--- src/rtl/reg_bank_if.sv ---
// Register bank access bundle: decode-side read addresses and
// write-back port in one direction, read data in the other.
//   master: drives RA, RB, WC, WPC, W_RB; receives PRA, PRB
//   slave : receives RA, RB, WC, WPC, W_RB; drives PRA, PRB
interface reg_bank_if #(
    parameter int DATA_W = 32,
    parameter int ADDR_W = 4
);
    logic [ADDR_W-1:0] RA;
    logic [ADDR_W-1:0] RB;
    logic [ADDR_W-1:0] WC;
    logic [DATA_W-1:0] WPC;
    logic              W_RB;
    logic [DATA_W-1:0] PRA;
    logic [DATA_W-1:0] PRB;

    modport master (
        output RA, RB, WC, WPC, W_RB,
        input  PRA, PRB
    );

    modport slave (
        input  RA, RB, WC, WPC, W_RB,
        output PRA, PRB
    );
endinterface

--- src/rtl/reg_bank.sv ---
// General-purpose register file: 2**ADDR_W x DATA_W, two async
// read ports (PRA/PRB), one write port clocked on CLK rising edge.
// Ports: CLK clock; RESET async active-low clear of all registers;
//        bus (reg_bank_if.slave) carries RA/RB/WC/WPC/W_RB/PRA/PRB.
// Option: REG_BANK_BYPASS_EN forwards WPC to a read port whose
//         address matches WC while W_RB=1 (suppressed in reset).
module reg_bank #(
    parameter int DATA_W = 32,
    parameter int ADDR_W = 4
) (
    input  logic        CLK,
    input  logic        RESET,
    reg_bank_if.slave   bus
);
    localparam int DEPTH = 1 << ADDR_W;

    logic [DATA_W-1:0] regs [DEPTH];

    always_ff @(posedge CLK or negedge RESET) begin
        if (!RESET) begin
            for (int i = 0; i < DEPTH; i++) begin
                regs[i] <= '0;
            end
        end else if (bus.W_RB) begin
            regs[bus.WC] <= bus.WPC;
        end
    end

`ifdef REG_BANK_BYPASS_EN
    logic fwd_a;
    logic fwd_b;

    // Forward in-flight write data so decode sees it this cycle.
    always_comb begin
        fwd_a = RESET && bus.W_RB && (bus.RA == bus.WC);
        fwd_b = RESET && bus.W_RB && (bus.RB == bus.WC);
        bus.PRA = fwd_a ? bus.WPC : regs[bus.RA];
        bus.PRB = fwd_b ? bus.WPC : regs[bus.RB];
    end
`else
    always_comb begin
        bus.PRA = regs[bus.RA];
        bus.PRB = regs[bus.RB];
    end
`endif
endmodule

--- src/flat_wrapper.sv ---
// flat-port wrapper written by rule: the top's interface ports become plain ports
module reg_bank_flat 
#(
    parameter int DATA_W = 32,
    parameter int ADDR_W = 4
)
  (CLK, RESET, bus_RA, bus_RB, bus_WC, bus_WPC, bus_W_RB, bus_PRA, bus_PRB);
  reg_bank_if #(.DATA_W(DATA_W), .ADDR_W(ADDR_W)) bus_i ();
  input  logic CLK;
  input  logic RESET;
  input wire logic [$bits(bus_i.RA)-1:0] bus_RA;
  input wire logic [$bits(bus_i.RB)-1:0] bus_RB;
  input wire logic [$bits(bus_i.WC)-1:0] bus_WC;
  input wire logic [$bits(bus_i.WPC)-1:0] bus_WPC;
  input wire logic [$bits(bus_i.W_RB)-1:0] bus_W_RB;
  output wire logic [$bits(bus_i.PRA)-1:0] bus_PRA;
  output wire logic [$bits(bus_i.PRB)-1:0] bus_PRB;
  assign bus_i.RA = bus_RA;
  assign bus_i.RB = bus_RB;
  assign bus_i.WC = bus_WC;
  assign bus_i.WPC = bus_WPC;
  assign bus_i.W_RB = bus_W_RB;
  assign bus_PRA = bus_i.PRA;
  assign bus_PRB = bus_i.PRB;
  reg_bank #(.DATA_W(DATA_W), .ADDR_W(ADDR_W)) u_core (.CLK(CLK), .RESET(RESET), .bus(bus_i));
endmodule
--- config.mk ---
export PLATFORM = sky130hd
export DESIGN_NAME = reg_bank_flat
export DESIGN_NICKNAME = d
export VERILOG_FILES = /design/src/rtl/reg_bank_if.sv /design/src/rtl/reg_bank.sv /design/src/flat_wrapper.sv
export SDC_FILE = /design/constraint.sdc
export NUM_CORES = 1
export LEC_CHECK = 0
export CORE_MARGIN = 2
export CORE_UTILIZATION = 25
export CTS_CLUSTER_SIZE = 30
export DETAILED_ROUTE_END_ITERATION = 12
export MAX_ROUTING_LAYER = met4
export PLACE_DENSITY = 0.41
export SLEW_MARGIN = 20
export SYNTH_ARGS = -nofsm -noshare
export SYNTH_HDL_FRONTEND = slang
export SYNTH_SLANG_ARGS = --single-unit
--- constraint.sdc ---
create_clock -name CLK -period 7 [get_ports CLK]
set_input_delay 2.1 -clock CLK [delete_from_list [all_inputs] [get_ports CLK]]
set_output_delay 2.1 -clock CLK [all_outputs]
set_load 0.1 [all_outputs]
After elaboration in Yosys (flattened, before gate mapping)
Index checks and enable logic that the tools add are counted.

Mux-type cells: 9. Bitwise operators: 3. Eq/ne operators: 0. Multipliers: 0. Order comparisons: 4. Reduce and logical (&&, ||, !) cells: 1. Shift-type cells: 0. Divide/modulo/power cells: 0. Add/subtract/negate cells: 0.

Operator list (number): $bwmux 512 (1); $bmux 32 s4 (2); $mux 32 (5); $demux 32 s4 (1); $ge 5x5->1 const B (3); $not 4->5 (3); $lt 5x1->1 const B (1); $logic_and 1x1->1 (1).

Register bits after elaboration: 512. RAM bits: 0. Memories kept: 0. Bits in read-only memories: 0. Input bits: 47. Latch bits: 0.

Longest topological paths before layout
Depth after elaboration: 6. Depth in mapped cells: 5.

Worst setup path before layout
No wires, ideal clock.

Path kind: input -> output. From: input bus_RA[0]. To: output bus_PRA[11]. Stages: 5. Data arrival time: 3.905 ns. Path buffers: 2. Slack: 0.995 ns. Data required time: 4.900 ns. Cell sequence: buf_2 > buf_2 > mux4_2 > a22oi_1 > nand2_1.

Longest elaborated chain between the ends: 4.

RTL lines: from (decl) (line flat_wrapper.sv:11) `input wire logic [$bits(bus_i.RA)-1:0] bus_RA;`; $not 4->5 (not written as such) (line reg_bank.sv:42) `bus.PRA = regs[bus.RA];`; $bmux 32 s4 (line reg_bank.sv:42); $mux 32 (not written as such) (2 in series) (line reg_bank.sv:42); to (decl) (line flat_wrapper.sv:16) `output wire logic [$bits(bus_i.PRA)-1:0] bus_PRA;`.

Every way passes these cells. The select of a mux whose other input is x is not followed.

Worst setup path after layout
From: input bus_RB[0]. To: output bus_PRB[8].

Longest elaborated chain between the ends: 4.

RTL lines: from (decl) (line flat_wrapper.sv:12) `input wire logic [$bits(bus_i.RB)-1:0] bus_RB;`; $not 4->5 (not written as such) (line reg_bank.sv:43) `bus.PRB = regs[bus.RB];`; $bmux 32 s4 (line reg_bank.sv:43); $mux 32 (not written as such) (2 in series) (line reg_bank.sv:43); to (decl) (line flat_wrapper.sv:17) `output wire logic [$bits(bus_i.PRB)-1:0] bus_PRB;`.

Every way passes these cells. The select of a mux whose other input is x is not followed.

==> results.sh <==
export IMPL_status="completed"
export IMPL_hold_path_class="reg -> reg"
export IMPL_reg_top3="u_core.regs x512"
export IMPL_fp_rows=119
export IMPL_grt_usage=0.168
export IMPL_fin_worst_skew_ps=0
export IMPL_cp_cell_sequence="buf_8, buf_12, buf_4, mux4_2, a22oi_1, nand2_1, buf_12"
export IMPL_clock_tree_htree_level_count=3
export IMPL_end_kind="primary output"
export IMPL_route_final_wire_length_um=87200
export IMPL_crit_path_max_incr_delay_ps=520
export IMPL_cts_reportedPaths_clkPinSlew_ps=60
export IMPL_grt_start_max_net_pins=118
export IMPL_placed_cell_area_um2=30200
export IMPL_reg2reg_slack_ps=6200
export IMPL_layout_cells_most_common="dfrtp_1"
export IMPL_worstSetupStartpointType="primary input"
export IMPL_drc=0
export IMPL_master_of_the_slowest_instance_on_the_critical_path="mux4_2"
export IMPL_filler_cells_inserted=10368
export IMPL_regArea_um2=12800
export IMPL_fp_dieW_um=329
export IMPL_dp_worst_setup_slack_ps=631
export IMPL_synth_area_um2=26500
export IMPL_drtPass1Iterations=5
export IMPL_leakagePower_nw=13.1
export IMPL_synthDistinctLibCells=19
export IMPL_crit_arrival_ps=4280
export IMPL_num_nets_final=1817
export IMPL_syn_nets=1722
export IMPL_reg2regPathDepth=1
export IMPL_worst_hold_path_num_cells=1
export IMPL_postCtsSetupBuffers=0
export IMPL_crit_type="in -> out"
export IMPL_synthDominantAreaCellType="dfrtp_1"
export IMPL_gp_congestion=0.736
export IMPL_timing_critical_path_required_ps=4900
export IMPL_worst_slack_ps=623
export IMPL_vdd_drop_max_mv=0.172
export IMPL_timing_max_transition_violations_final=0
export IMPL_synth_top_cells_by_area="dfrtp_1 48%, mux4_2 22%, mux2_2 21%, a22oi_1 3.6%, buf_2 1.4%"
export IMPL_worst_skew_pair_late_latency_ps=610
export IMPL_clock_sinks=512
export IMPL_io_buffers=110
export IMPL_timing_fmax_ghz=0.157
export IMPL_dp_hpwl_um=54100
export IMPL_tritoncts="yes"
export IMPL_fin_hold_ws_ps=511
export IMPL_cap_violations=0
export IMPL_tns_ps=0
export IMPL_relSlewSlack=0.356
export IMPL_synth_seq_area_share=0.484
export IMPL_largest_register_ff_count=512
export IMPL_clockBufferDepth=3
export IMPL_timing_worst_slew_pin_value_ps=963
export IMPL_via_count_of_the_first_global_routing_pass=18089
export IMPL_detail_route_iter0_violations=1042
export IMPL_post_cts_hold_buffer_count=0
export IMPL_vias_per_cell=5.05
export IMPL_worst_path_most_repeated_cell="buf_12"
export IMPL_finalHoldViolCount=0
export IMPL_synth_avg_cell_area_um2=15.8
export IMPL_rsz_0062_raised_after_global_routing="false"
export IMPL_clock_tree_root_cell="clkbuf_16"
export IMPL_layout_area_overhead_vs_synth_pct=23.1
export IMPL_yosysTopAreaCellShare=0.484
export IMPL_ios=111
export IMPL_finalCritPeriodShare=0.911
export IMPL_max_flop_register="u_core.regs"
export IMPL_mostFrequentLayoutCells="512 x dfrtp_1, 503 x mux2_2, 256 x mux4_2"
export IMPL_power_per_cell_area_nw_per_um2=334
export IMPL_initial_core_utilization=0.252
export IMPL_setup_viol_count_final=0
export IMPL_fp_dieArea_um2=108000
export IMPL_grt_antenna_before_repair=5
export IMPL_vias=16261
export IMPL_ctsResizeCount=0
export IMPL_die_h_um=329
export IMPL_design_core_area_um2=105000
export IMPL_total_of_warnings_raised_by_yosys=0
export IMPL_final_antenna_net_count=0
export IMPL_syn_inst=1675
export IMPL_synth_seq_cells=512
export IMPL_final_cell_area_um2=32600
export IMPL_drt_wirelength_per_cell_um=27.1
export IMPL_critical_path_peak_fanout=16
export IMPL_first_pass_grt_wire_length_um=129000
export IMPL_multi_input_gate_area_um2=13000
export IMPL_cts_made_buffers=67
export IMPL_dp_cells=3091
export IMPL_layout_drive_gt1_share=0.577
export IMPL_layoutNonFillerInstCount=3218
export IMPL_grt_remaining_overflow=0
export IMPL_finalWorstPathRequiredPeriod_ps=6380
[synthesized netlist by cell type (all sizes together)]
cell type  number
dfrtp         512
mux2          512
mux4          256
a22oi         128
clkbuf         91
buf            79
nand2          66
nor2            8
nor3            6
nor2b           4
nand2b          3
and2            2
nand3           2
nand3b          2
or3             2
nor4            1
or4             1
[routing by layer]
layer  wire, um  global-route usage
met5          0                   -
met4       2370              0.0506
met3       4730              0.0365
met2      41100               0.260
met1      39000               0.220
[logic make-up after synthesis]
family	count (synthesis)	synth area share
and+or+nand+nor	97	0.0159
muxes	768	0.436
DFF	512	0.484
buffers and inverters	170	0.0276
AOI/OAI and AO/OA	128	0.0363
[report_power, final]
part	total, W	internal (W)	switching, W
combinational	0.00318	0.00161	0.00157
sequential	0.00414	0.00366	0.000487
clock	0.00357	0.00217	0.00140
[worst max-delay path, delay by kind of cell]
family	cells	cell delay, ps
multiplexers	1	520
buffers and inverters	4	930
AO/OA/AOI/OAI	1	480
AND/OR/NAND/NOR	1	200
[final timing paths]
check | startpoint | endpoint
worst max-delay path | bus_RB[0] | bus_PRB[8]
max in group asynchronous | RESET | u_core.regs[272]$_DFFE_PN0P_
worst min register to register | u_core.regs[436]$_DFFE_PN0P_ | u_core.regs[436]$_DFFE_PN0P_
worst max register to register | u_core.regs[76]$_DFFE_PN0P_ | u_core.regs[76]$_DFFE_PN0P_
worst min-delay path | u_core.regs[436]$_DFFE_PN0P_ | u_core.regs[436]$_DFFE_PN0P_
min in group asynchronous | RESET | u_core.regs[23]$_DFFE_PN0P_
[layout make-up]
cell class / instances / share of cell area
diodes: 5 / 0.000384
clock buffers: 93 / 0.0607
clock inverters: 28 / 0.00964
multi-input cells: 993 / 0.401
flip-flops and latches: 512 / 0.393
well taps: 1391 / 0.0534
repair buffers: 196 / 0.0821
[per-stage QoR]
step / total power [W] / util
floorplan: 0.00626 / -
global placement: 0.00731 / 0.288
detailed placement: 0.00739 / 0.288
CTS: 0.0110 / 0.310
global route: 0.0114 / 0.310
finish: 0.0109 / 0.310
(Power assumes the default switching activity.)
